`config.mk`:
```
export PLATFORM = sky130hd
export DESIGN_NAME = adc_spi_responder_flat
export DESIGN_NICKNAME = d
export VERILOG_FILES = /design/src/rtl/adc_spi_pkg.sv /design/src/rtl/adc_spi_responder_if.sv /design/src/rtl/adc_spi_responder_sync_edge_det.sv /design/src/rtl/adc_spi_responder.sv /design/src/flat_wrapper.sv
export SDC_FILE = /design/constraint.sdc
export NUM_CORES = 1
export LEC_CHECK = 0
export CAP_MARGIN = 20
export CORE_MARGIN = 4
export CORE_UTILIZATION = 55
export DETAILED_ROUTE_END_ITERATION = 10
export MAX_ROUTING_LAYER = met4
export PLACE_DENSITY = 0.82
export SYNTH_ARGS = -nofsm -noshare
export SYNTH_HDL_FRONTEND = slang
export SYNTH_SLANG_ARGS = --single-unit
```
`constraint.sdc`:
```
create_clock -name clk -period 2.1 [get_ports clk]
set_input_delay 0.42 -clock clk [delete_from_list [all_inputs] [get_ports clk]]
set_output_delay 0.42 -clock clk [all_outputs]
set_load 0.1 [all_outputs]
```
`src/rtl/adc_spi_pkg.sv`:
```
// Shared constants and types for the DE0-Nano ADC SPI responder and its master.
package adc_spi_pkg;

    localparam int FRAME_BITS  = 16;
    localparam int SAMPLE_BITS = 12;

    typedef logic [3:0]             bitcnt_t;
    typedef logic [2:0]             chan_t;
    typedef logic [SAMPLE_BITS-1:0] sample_t;
    typedef logic [FRAME_BITS-1:0]  frame_t;

    localparam bitcnt_t ADDR_FIRST_BIT = 4'd2;
    localparam bitcnt_t ADDR_LAST_BIT  = 4'd4;
    localparam bitcnt_t DATA_FIRST_BIT = 4'd4;

    typedef enum logic {
        IDLE,
        ACTIVE
    } resp_state_t;

    // Four leading zero bits, then DB11..DB0.
    function automatic frame_t to_frame(sample_t s);
        return {{DATA_FIRST_BIT{1'b0}}, s};
    endfunction

endpackage

```
`src/rtl/adc_spi_responder_if.sv`:
```
// SPI bus between the pedal's ADC master and the emulated ADC device.
interface adc_spi_responder_if;
    import adc_spi_pkg::*;

    logic sclk;
    logic cs_b;
    logic din;
    logic dout;
    logic dout_oe;

    modport master (output sclk, cs_b, din, input dout, dout_oe);
    modport slave  (input sclk, cs_b, din, output dout, dout_oe);

endinterface

```
`src/rtl/adc_spi_responder_sync_edge_det.sv`:
```
// N-stage synchronizer with single-cycle rise/fall pulses on the synchronized level.
module sync_edge_det #(
    parameter int   STAGES  = 2,
    parameter logic RST_VAL = 1'b0
) (
    input  logic clk,
    input  logic reset,
    input  logic d,
    output logic rise,
    output logic fall
);

    logic [STAGES-1:0] sync_q, sync_d;
    logic              prev_q, prev_d;

    always_comb begin
        sync_d = {sync_q[STAGES-2:0], d};
        prev_d = sync_q[STAGES-1];
    end

    always_ff @(posedge clk) begin
        if (reset) begin
            sync_q <= {STAGES{RST_VAL}};
            prev_q <= RST_VAL;
        end else begin
            sync_q <= sync_d;
            prev_q <= prev_d;
        end
    end

    assign rise = sync_q[STAGES-1] & ~prev_q;
    assign fall = ~sync_q[STAGES-1] & prev_q;

endmodule

```
`src/rtl/adc_spi_responder.sv`:
```
// SPI device emulating the DE0-Nano 8-channel 12-bit ADC for loopback builds.
// Define ADC_RESP_STATS_EN to add frame_count / abort_count outputs.
module adc_spi_responder
    import adc_spi_pkg::*;
#(
    parameter int DATA_W      = 12,
    parameter int NUM_CH      = 8,
    parameter int SYNC_STAGES = 2
) (
    input  logic                clk,
    input  logic                reset,
    adc_spi_responder_if.slave  spi,
    input  logic                ch_wr_en,
    input  chan_t               ch_wr_addr,
    input  logic [DATA_W-1:0]   ch_wr_data,
    output chan_t               cur_ch,
    output logic                frame_done
`ifdef ADC_RESP_STATS_EN
    ,
    output logic [15:0]         frame_count,
    output logic [7:0]          abort_count
`endif
);

    logic sclk_rise, sclk_fall;
    logic cs_rise, cs_fall;
    logic din_s;

    sync_edge_det #(.STAGES(SYNC_STAGES), .RST_VAL(1'b1)) u_sclk_sync (
        .clk   (clk),
        .reset (reset),
        .d     (spi.sclk),
        .rise  (sclk_rise),
        .fall  (sclk_fall)
    );

    sync_edge_det #(.STAGES(SYNC_STAGES), .RST_VAL(1'b1)) u_cs_sync (
        .clk   (clk),
        .reset (reset),
        .d     (spi.cs_b),
        .rise  (cs_rise),
        .fall  (cs_fall)
    );

    // Same depth as the sclk path so din lines up with the detected edge.
    logic [SYNC_STAGES-1:0] din_sync_q, din_sync_d;

    always_comb begin
        din_sync_d = {din_sync_q[SYNC_STAGES-2:0], spi.din};
    end

    assign din_s = din_sync_q[SYNC_STAGES-1];

    logic [DATA_W-1:0] bank_q [NUM_CH];
    logic [DATA_W-1:0] bank_d [NUM_CH];

    always_comb begin
        bank_d = bank_q;
        if (ch_wr_en) bank_d[ch_wr_addr] = ch_wr_data;
    end

    resp_state_t state_q, state_d;
    bitcnt_t     bit_cnt_q, bit_cnt_d;
    frame_t      frame_q, frame_d;
    chan_t       addr_sr_q, addr_sr_d;
    chan_t       next_ch_q, next_ch_d;
    chan_t       cur_ch_q, cur_ch_d;
    logic        oe_q, oe_d;
    logic        done_q, done_d;
    sample_t     snap_next, snap_addr;

    // Narrow samples are left-aligned so DB11 is always the first data bit.
    assign snap_next = sample_t'(bank_q[next_ch_q]) << (SAMPLE_BITS - DATA_W);
    assign snap_addr = sample_t'(bank_q[addr_sr_q]) << (SAMPLE_BITS - DATA_W);

    always_comb begin
        state_d   = state_q;
        bit_cnt_d = bit_cnt_q;
        frame_d   = frame_q;
        addr_sr_d = addr_sr_q;
        next_ch_d = next_ch_q;
        cur_ch_d  = cur_ch_q;
        oe_d      = oe_q;
        done_d    = 1'b0;
        unique case (state_q)
            IDLE: begin
                oe_d      = 1'b0;
                bit_cnt_d = '0;
                if (cs_fall) begin
                    state_d  = ACTIVE;
                    frame_d  = to_frame(snap_next);
                    cur_ch_d = next_ch_q;
                    oe_d     = 1'b1;
                end
            end
            ACTIVE: begin
                // cs_b takes priority over a coincident sclk edge.
                if (cs_rise) begin
                    state_d   = IDLE;
                    oe_d      = 1'b0;
                    bit_cnt_d = '0;
                end else if (sclk_rise) begin
                    if (bit_cnt_q >= ADDR_FIRST_BIT &&
                        bit_cnt_q <= ADDR_LAST_BIT)
                        addr_sr_d = {addr_sr_q[1:0], din_s};
                end else if (sclk_fall) begin
                    bit_cnt_d = bit_cnt_q + bitcnt_t'(1);
                    frame_d   = frame_q << 1;
                    if (&bit_cnt_q) begin
                        done_d    = 1'b1;
                        next_ch_d = addr_sr_q;
                        cur_ch_d  = addr_sr_q;
                        frame_d   = to_frame(snap_addr);
                    end
                end
            end
            default: state_d = IDLE;
        endcase
    end

    always_ff @(posedge clk) begin
        if (reset) begin
            din_sync_q <= '0;
            bank_q     <= '{default: '0};
            state_q    <= IDLE;
            bit_cnt_q  <= '0;
            frame_q    <= '0;
            addr_sr_q  <= '0;
            next_ch_q  <= '0;
            cur_ch_q   <= '0;
            oe_q       <= 1'b0;
            done_q     <= 1'b0;
        end else begin
            din_sync_q <= din_sync_d;
            bank_q     <= bank_d;
            state_q    <= state_d;
            bit_cnt_q  <= bit_cnt_d;
            frame_q    <= frame_d;
            addr_sr_q  <= addr_sr_d;
            next_ch_q  <= next_ch_d;
            cur_ch_q   <= cur_ch_d;
            oe_q       <= oe_d;
            done_q     <= done_d;
        end
    end

    assign spi.dout    = oe_q & frame_q[FRAME_BITS-1];
    assign spi.dout_oe = oe_q;
    assign cur_ch      = cur_ch_q;
    assign frame_done  = done_q;

`ifdef ADC_RESP_STATS_EN
    logic [15:0] frame_cnt_q, frame_cnt_d;
    logic [7:0]  abort_cnt_q, abort_cnt_d;
    logic        abort;

    always_comb begin
        abort       = (state_q == ACTIVE) && cs_rise && (bit_cnt_q != '0);
        frame_cnt_d = frame_cnt_q;
        abort_cnt_d = abort_cnt_q;
        if (done_d) frame_cnt_d = frame_cnt_q + 16'd1;
        if (abort && abort_cnt_q != 8'hFF) abort_cnt_d = abort_cnt_q + 8'd1;
    end

    always_ff @(posedge clk) begin
        if (reset) begin
            frame_cnt_q <= '0;
            abort_cnt_q <= '0;
        end else begin
            frame_cnt_q <= frame_cnt_d;
            abort_cnt_q <= abort_cnt_d;
        end
    end

    assign frame_count = frame_cnt_q;
    assign abort_count = abort_cnt_q;
`endif

endmodule

```
`src/flat_wrapper.sv`:
```
// flat-port wrapper written by rule: the top's interface ports become plain ports
module adc_spi_responder_flat import adc_spi_pkg::*;
#(
    parameter int DATA_W      = 12,
    parameter int NUM_CH      = 8,
    parameter int SYNC_STAGES = 2
)
  (clk, reset, ch_wr_en, ch_wr_addr, ch_wr_data, cur_ch, frame_done, spi_sclk, spi_cs_b, spi_din, spi_dout, spi_dout_oe);
  adc_spi_responder_if spi_i ();
  input  logic clk;
  input  logic reset;
  input  logic ch_wr_en;
  input  chan_t ch_wr_addr;
  input  logic [DATA_W-1:0] ch_wr_data;
  output chan_t cur_ch;
  output logic frame_done;
  input wire logic [$bits(spi_i.sclk)-1:0] spi_sclk;
  input wire logic [$bits(spi_i.cs_b)-1:0] spi_cs_b;
  input wire logic [$bits(spi_i.din)-1:0] spi_din;
  output wire logic [$bits(spi_i.dout)-1:0] spi_dout;
  output wire logic [$bits(spi_i.dout_oe)-1:0] spi_dout_oe;
  assign spi_i.sclk = spi_sclk;
  assign spi_i.cs_b = spi_cs_b;
  assign spi_i.din = spi_din;
  assign spi_dout = spi_i.dout;
  assign spi_dout_oe = spi_i.dout_oe;
  adc_spi_responder #(.DATA_W(DATA_W), .NUM_CH(NUM_CH), .SYNC_STAGES(SYNC_STAGES)) u_core (.clk(clk), .reset(reset), .spi(spi_i), .ch_wr_en(ch_wr_en), .ch_wr_addr(ch_wr_addr), .ch_wr_data(ch_wr_data), .cur_ch(cur_ch), .frame_done(frame_done));
endmodule
```
==> results.sh, run 1 <==
export IMPL_area_growth_pct=15.1
export IMPL_fmax_ghz=0.524
export IMPL_wl_mm=18.8
export IMPL_layout_commonest_cell="nand2_1"
export IMPL_syn_avg_cell_area_sq_um=8.66
export IMPL_startpoint="u_core.bit_cnt_q[1]$_SDFFE_PP0P_"
export IMPL_post_drt_wl_per_cell_microns=20.3
export IMPL_cts_tree="done"
export IMPL_n_antenna_cell=0
export IMPL_clock_path_buffers=2
export IMPL_synth_top_area_share_pct=41.3
export IMPL_start_util_pct=57.0
export IMPL_drtAntennaViolNets=0
export IMPL_synth_edff_count=0
export IMPL_slew_violations=0
export IMPL_finalHoldViolCount=0
export IMPL_hp_start="u_core.u_sclk_sync.sync_q[0]$_SDFF_PP1_"
export IMPL_antenna_found_initial=0
export IMPL_layout_common_cells="nand2_1 (216), dfxtp_1 (135), a21oi_1 (108)"
export IMPL_netlist_instances=761
export IMPL_track_usage_pct=27.9
export IMPL_post_dp_hpwl_mm=11.6
export IMPL_finClkSkew_ns=0.00734
export IMPL_synth_cell_types=39
export IMPL_dr_total_vias=5969
export IMPL_fin_crit_ns=1.91
export IMPL_ys_seq_area_share_pct=41.3
export IMPL_drive_gt1_share_pct=13.2
export IMPL_drt_iter0_drc=633
export IMPL_synth_largest_area_cell="dfxtp_1"
export IMPL_rows=39
export IMPL_grt_pass1_wl_mm=29.9
export IMPL_cts_htree_levels=4
export IMPL_synthTopCellsByArea="dfxtp_1 (41%), nand2_1 (12%), a21oi_1 (8.2%)"
export IMPL_die_w_microns=117
export IMPL_hold_buffers=0
export IMPL_worstMarginPinSlew_ns=0.744
export IMPL_grt_start_max_net_pins=72
export IMPL_overflow=0
export IMPL_end_kind="flop"
export IMPL_clock_root_buffer="clkbuf_16"
export IMPL_cp_required_ns=2.37
export IMPL_fin_crit_sh_pct=90.8
export IMPL_ys_ff_latch=136
export IMPL_grt_pass1_vias=5853
export IMPL_ys_warn_count=0
export IMPL_finalWorstSetupSlack_ns=0.193
export IMPL_outcome="finished, final reports clean"
export IMPL_synthFlopType="dfxtp_1"
export IMPL_viasPerCell=6.43
export IMPL_dp_slack_ns=0.115
export IMPL_p_per_area_mw_per_mm2=789
export IMPL_nets=796
export IMPL_pin_count=27
export IMPL_die_height_microns=117
export IMPL_place_gp_congestion=0.910
export IMPL_reg2reg_from="u_core.bit_cnt_q[1]$_SDFFE_PP0P_"
export IMPL_post_cts_resized=0
export IMPL_hold_class="reg -> reg"
export IMPL_synth_cell_area_sq_mm=0.00659
export IMPL_numClockSinks=136
export IMPL_drv_cap=0
export IMPL_tns_ns=0
export IMPL_ir_drop_uv=545
export IMPL_dieArea_sq_mm=0.0138
export IMPL_relSlewSlack_pct=50.4
export IMPL_p_leak_nw=2.50
export IMPL_post_cts_setup_buffers=0
export IMPL_ys_async_sr_fraction_pct=0
export IMPL_cts_made_buffers=17
export IMPL_startpoint_type="flop"
export IMPL_clk_latency_ns=0.42
export IMPL_clk_pin_slew_worst_paths_ns=0.06
export IMPL_postSynthNetCount=784
export IMPL_firstDrtPassIters=7
export IMPL_drc_errors=0
export IMPL_worstPathArrival_ns=2.18
export IMPL_coreArea_sq_mm=0.0116
export IMPL_numPortBuffers=26
export IMPL_setup_violations=0
export IMPL_rsz0062_at_grt="no"
export IMPL_worstSetupPathType="reg -> reg"
export IMPL_timing_critical_path_fanout_max=16
export IMPL_hold_ws_ns=0.408
[cells in the mapped netlist, types with 3 or more instances]
master / n
nand2_1: 216
dfxtp_1: 136
a21oi_1: 108
mux2i_1: 51
clkbuf_1: 37
nor2_1: 25
o22ai_1: 23
mux4_1: 16
buf_2: 15
a2111oi_0: 13
mux2_2: 12
nand3_1: 12
a211oi_1: 11
clkbuf_2: 9
mux4_2: 9
nor2b_1: 8
nor3_1: 7
buf_6: 6
nand2b_1: 6
or2_2: 6
buf_4: 4
o21ai_0: 4
a311oi_1: 3
nand4_1: 3
[flip-flops by register name, summed over array words and instances, names as in the netlist, 2 cells and up]
| register | count |
|---|---|
| u_core.addr_sr_q | 3 |
| u_core.bank_q | 96 |
| u_core.bit_cnt_q | 4 |
| u_core.cur_ch | 3 |
| u_core.din_sync_q | 2 |
| u_core.frame_q | 16 |
| u_core.next_ch_q | 3 |
| u_core.u_cs_sync.sync_q | 2 |
| u_core.u_sclk_sync.sync_q | 2 |
[area by class of cell]
class / count / area [sq um]
Multi-Input combinational cell: 553 / 3510
Clock buffer: 23 / 468
Fill cell: 888 / 3980
Inverter: 1 / 3.75
Tap cell: 143 / 179
Sequential cell: 136 / 2720
Timing Repair Buffer: 64 / 603
Clock inverter: 8 / 97.6
[power by group]
part	switching [W]	internal, W
sequential	0.0000492	0.00265
combinational	0.000255	0.000146
clock	0.00109	0.00180
[worst max-delay path, stage by stage, from the launching register on]
cell	delay, ns
dfxtp_1	0.41
ha_1	0.19
and3_1	0.24
nor2b_1	0.07
buf_4	0.20
a2111oi_0	0.49
a211oi_1	0.14
[kinds of logic after synthesis]
group / share of synthesized area (%)
XOR/XNOR: 0.399
buffers and inverters: 5.47
multiplexers: 19.3
flip-flops: 41.3
AND/OR/NAND/NOR: 18.7
adder cells (fa/ha/maj): 0.380
AO/OA/AOI/OAI: 14.5
[routing by layer]
metal | GRT usage [%] | vias up | part of all wire [%]
met3 | 5.53 | 74 | 8.1
met4 | 13.0 | 0 | 3.8
met1 | 32.7 | 2884 | 38
met2 | 46.4 | 309 | 50
met5 | - | - | 0
li1 | - | 2702 | -
[per-stage QoR]
stage                     utilization [%]  power (W)  std cells  cell area [sq um]
after floorplan                         -    0.00299        761               6590
after global placement               60.7    0.00312        897               7020
after detailed placement             60.7    0.00314        897               7020
after CTS                            65.6    0.00598        928               7580
after global routing                 65.6    0.00616        928               7580
final                                65.6    0.00598        928               7580
[path summary, 6_finish.rpt]
kind,endpoint,slack (ns),cells past startpoint
worst max-delay path,u_core.frame_q[3]$_SDFFE_PP0P_,0.19,6
worst min-delay path,u_core.u_sclk_sync.sync_q[1]$_SDFF_PP1_,0.41,1
worst max register to register,u_core.frame_q[3]$_SDFFE_PP0P_,0.19,6
worst min register to register,u_core.u_sclk_sync.sync_q[1]$_SDFF_PP1_,0.41,1
Note: power is estimated with default switching activity, not from simulation.
==> run 2, diff against run 1 <==
--- a/config.mk
+++ b/config.mk
@@ -9,8 +9,8 @@
 export CORE_MARGIN = 4
 export CORE_UTILIZATION = 55
 export DETAILED_ROUTE_END_ITERATION = 10
-export MAX_ROUTING_LAYER = met4
 export PLACE_DENSITY = 0.82
+export SLEW_MARGIN = 40
 export SYNTH_ARGS = -nofsm -noshare
 export SYNTH_HDL_FRONTEND = slang
 export SYNTH_SLANG_ARGS = --single-unit
==> run 2 against run 1 <==
  * Cell count unchanged
  * Wire length fell by 0.40%
  * Largest cell class unchanged
  * Global-route usage fell by 0.77 points
  * Register-to-register slack hardly changed
  * Largest power group unchanged
  * First-iteration DRC count rose by 2.5%
  * Critical path type unchanged
==> results.sh, run 2 (synthesized netlist as in run 1, its figures left out) <==
export IMPL_cp_required_ns=2.37
export IMPL_cpPeakStageDelay_ns=0.50
export IMPL_firstDrtPassIters=8
export IMPL_outcome="finished, final reports clean"
export IMPL_n_antenna_cell=0
export IMPL_dieArea_sq_mm=0.0138
export IMPL_power_w=0.00598
export IMPL_dr_total_vias=5975
export IMPL_timing_critical_path_fanout_max=16
export IMPL_nets=796
export IMPL_power_frac_comb_pct=6.7
export IMPL_layout_commonest_cell="nand2_1"
export IMPL_clk_pin_slew_worst_paths_ns=0.06
export IMPL_cts_made_buffers=17
export IMPL_numPortBuffers=26
export IMPL_drive_gt1_share_pct=13.2
export IMPL_startpoint_type="flop"
export IMPL_grt_start_max_net_pins=72
export IMPL_drtAntennaViolNets=0
export IMPL_finalHoldViolCount=0
export IMPL_track_usage_pct=27.1
export IMPL_hold_buffers=0
export IMPL_ir_drop_uv=545
export IMPL_top_regs="u_core.bank_q x96, u_core.frame_q x16, u_core.bit_cnt_q x4"
export IMPL_coreArea_sq_mm=0.0116
export IMPL_rows=39
export IMPL_hold_class="reg -> reg"
export IMPL_p_leak_nw=2.50
export IMPL_area_growth_pct=15.1
export IMPL_p_switching_w=0.00139
export IMPL_swShare_pct=23.2
export IMPL_place_gp_congestion=0.895
export IMPL_grt_pass1_wl_mm=29.9
export IMPL_clkPwrFrac_pct=48.2
export IMPL_post_drt_wl_per_cell_microns=20.2
export IMPL_viasPerCell=6.44
export IMPL_post_place_cells=897
export IMPL_grt_pass1_vias=5863
export IMPL_drt_iter0_drc=649
export IMPL_fin_cells=928
export IMPL_numClockSinks=136
export IMPL_path_cells="ha_1, and3_1, nor2b_1, buf_4, a2111oi_0, a211oi_1"
export IMPL_post_dp_hpwl_mm=11.6
export IMPL_wl_mm=18.8
export IMPL_start_util_pct=57.0
export IMPL_cts_tree="done"
export IMPL_p_per_area_mw_per_mm2=789
export IMPL_post_cts_resized=0
export IMPL_fin_crit_ns=1.91
export IMPL_fin_crit_sh_pct=91.0
export IMPL_end_kind="flop"
export IMPL_cts_htree_levels=4
export IMPL_largest_reg_flops=96
export IMPL_layout_common_cells="nand2_1 (216), dfxtp_1 (135), a21oi_1 (108)"
export IMPL_die_height_microns=117
export IMPL_power_frac_seq_pct=45.1
export IMPL_worstMarginPinSlew_ns=0.744
export IMPL_fin_util_pct=65.6
export IMPL_internal_power_w=0.00459
export IMPL_worstSetupPathType="reg -> reg"
export IMPL_drc_errors=0
export IMPL_tns_ns=0
export IMPL_setup_violations=0
export IMPL_clock_root_buffer="clkbuf_16"
export IMPL_overflow=0
export IMPL_rsz0062_at_grt="no"
export IMPL_pin_count=27
export IMPL_slew_violations=0
export IMPL_cp_slowest_cell="a2111oi_0"
export IMPL_post_cts_setup_buffers=0
export IMPL_drv_cap=0
export IMPL_fmax_ghz=0.523
export IMPL_antenna_found_initial=0
export IMPL_clock_path_buffers=2
export IMPL_relSlewSlack_pct=50.4
export IMPL_top_register="u_core.bank_q"
export IMPL_worstPathArrival_ns=2.18
export IMPL_finClkSkew_ns=0.00794
export IMPL_die_w_microns=117
export IMPL_clk_latency_ns=0.42
run 2: cell counts in the layout (fill, tap and decap cells not counted):
No cell type changed its count.
run 2: layout make-up:
type	count	area, sq um
Timing Repair Buffer	64	603
Inverter	1	3.75
Clock inverter	8	97.6
Fill cell	888	3980
Clock buffer	23	468
Tap cell	143	179
Multi-Input combinational cell	553	3510
Sequential cell	136	2720
run 2: power by group through the flow:
stage	clock [W]	combinational, W	sequential [W]
CTS	0.00290	0.000395	0.00269
global route	0.00303	0.000431	0.00270
detailed placement	0	0.000391	0.00275
global placement	0	0.000378	0.00274
floorplan	0	0.000236	0.00276
finish	0.00288	0.000401	0.00270
run 2: layer usage:
layer	GRT usage, %	wire [microns]	up-vias
li1	-	-	2698
met1	32.8	7060	2853
met2	46.2	9250	345
met3	5.49	1670	79
met4	13.3	784	0
met5	0	0	-
run 2: per-stage QoR:
| stage | hold slack, ns | worst slack (ns) | instance area [sq um] |
|---|---|---|---|
| 2_1_floorplan | 0.389 | 0.108 | 6590 |
| 3_3_place_gp | 0.396 | 0.197 | 7020 |
| 3_5_place_dp | 0.394 | 0.115 | 7020 |
| 4_1_cts | 0.410 | 0.202 | 7580 |
| 5_1_grt | 0.432 | 0.0131 | 7580 |
| 6_report | 0.408 | 0.190 | 7580 |
run 2: critical path, delay by kind of cell (launching register included):
| kind | cells | cell delay [ns] |
|---|---|---|
| AOI/OAI and AO/OA | 2 | 0.64 |
| DFF | 1 | 0.41 |
| adders and majority gates | 1 | 0.19 |
| and+or+nand+nor | 2 | 0.31 |
| buffers and inverters | 1 | 0.20 |
run 2: path summary, 6_finish.rpt:
check	start	end	slack [ns]	cells after the start
min reg2reg	u_core.u_sclk_sync.sync_q[0]$_SDFF_PP1_	u_core.u_sclk_sync.sync_q[1]$_SDFF_PP1_	0.41	1
max reg2reg	u_core.bit_cnt_q[1]$_SDFFE_PP0P_	u_core.frame_q[3]$_SDFFE_PP0P_	0.19	6
min	u_core.u_sclk_sync.sync_q[0]$_SDFF_PP1_	u_core.u_sclk_sync.sync_q[1]$_SDFF_PP1_	0.41	1
max	u_core.bit_cnt_q[1]$_SDFFE_PP0P_	u_core.frame_q[3]$_SDFFE_PP0P_	0.19	6
==> run 3, diff against run 2 <==
--- a/config.mk
+++ b/config.mk
@@ -10,6 +10,7 @@
 export CORE_UTILIZATION = 55
 export DETAILED_ROUTE_END_ITERATION = 10
 export PLACE_DENSITY = 0.82
+export SKIP_LAST_GASP = 1
 export SLEW_MARGIN = 40
 export SYNTH_ARGS = -nofsm -noshare
 export SYNTH_HDL_FRONTEND = slang
==> results of run 3 <==
No change in the layout: final DEF, timing and power equal those of run 2.
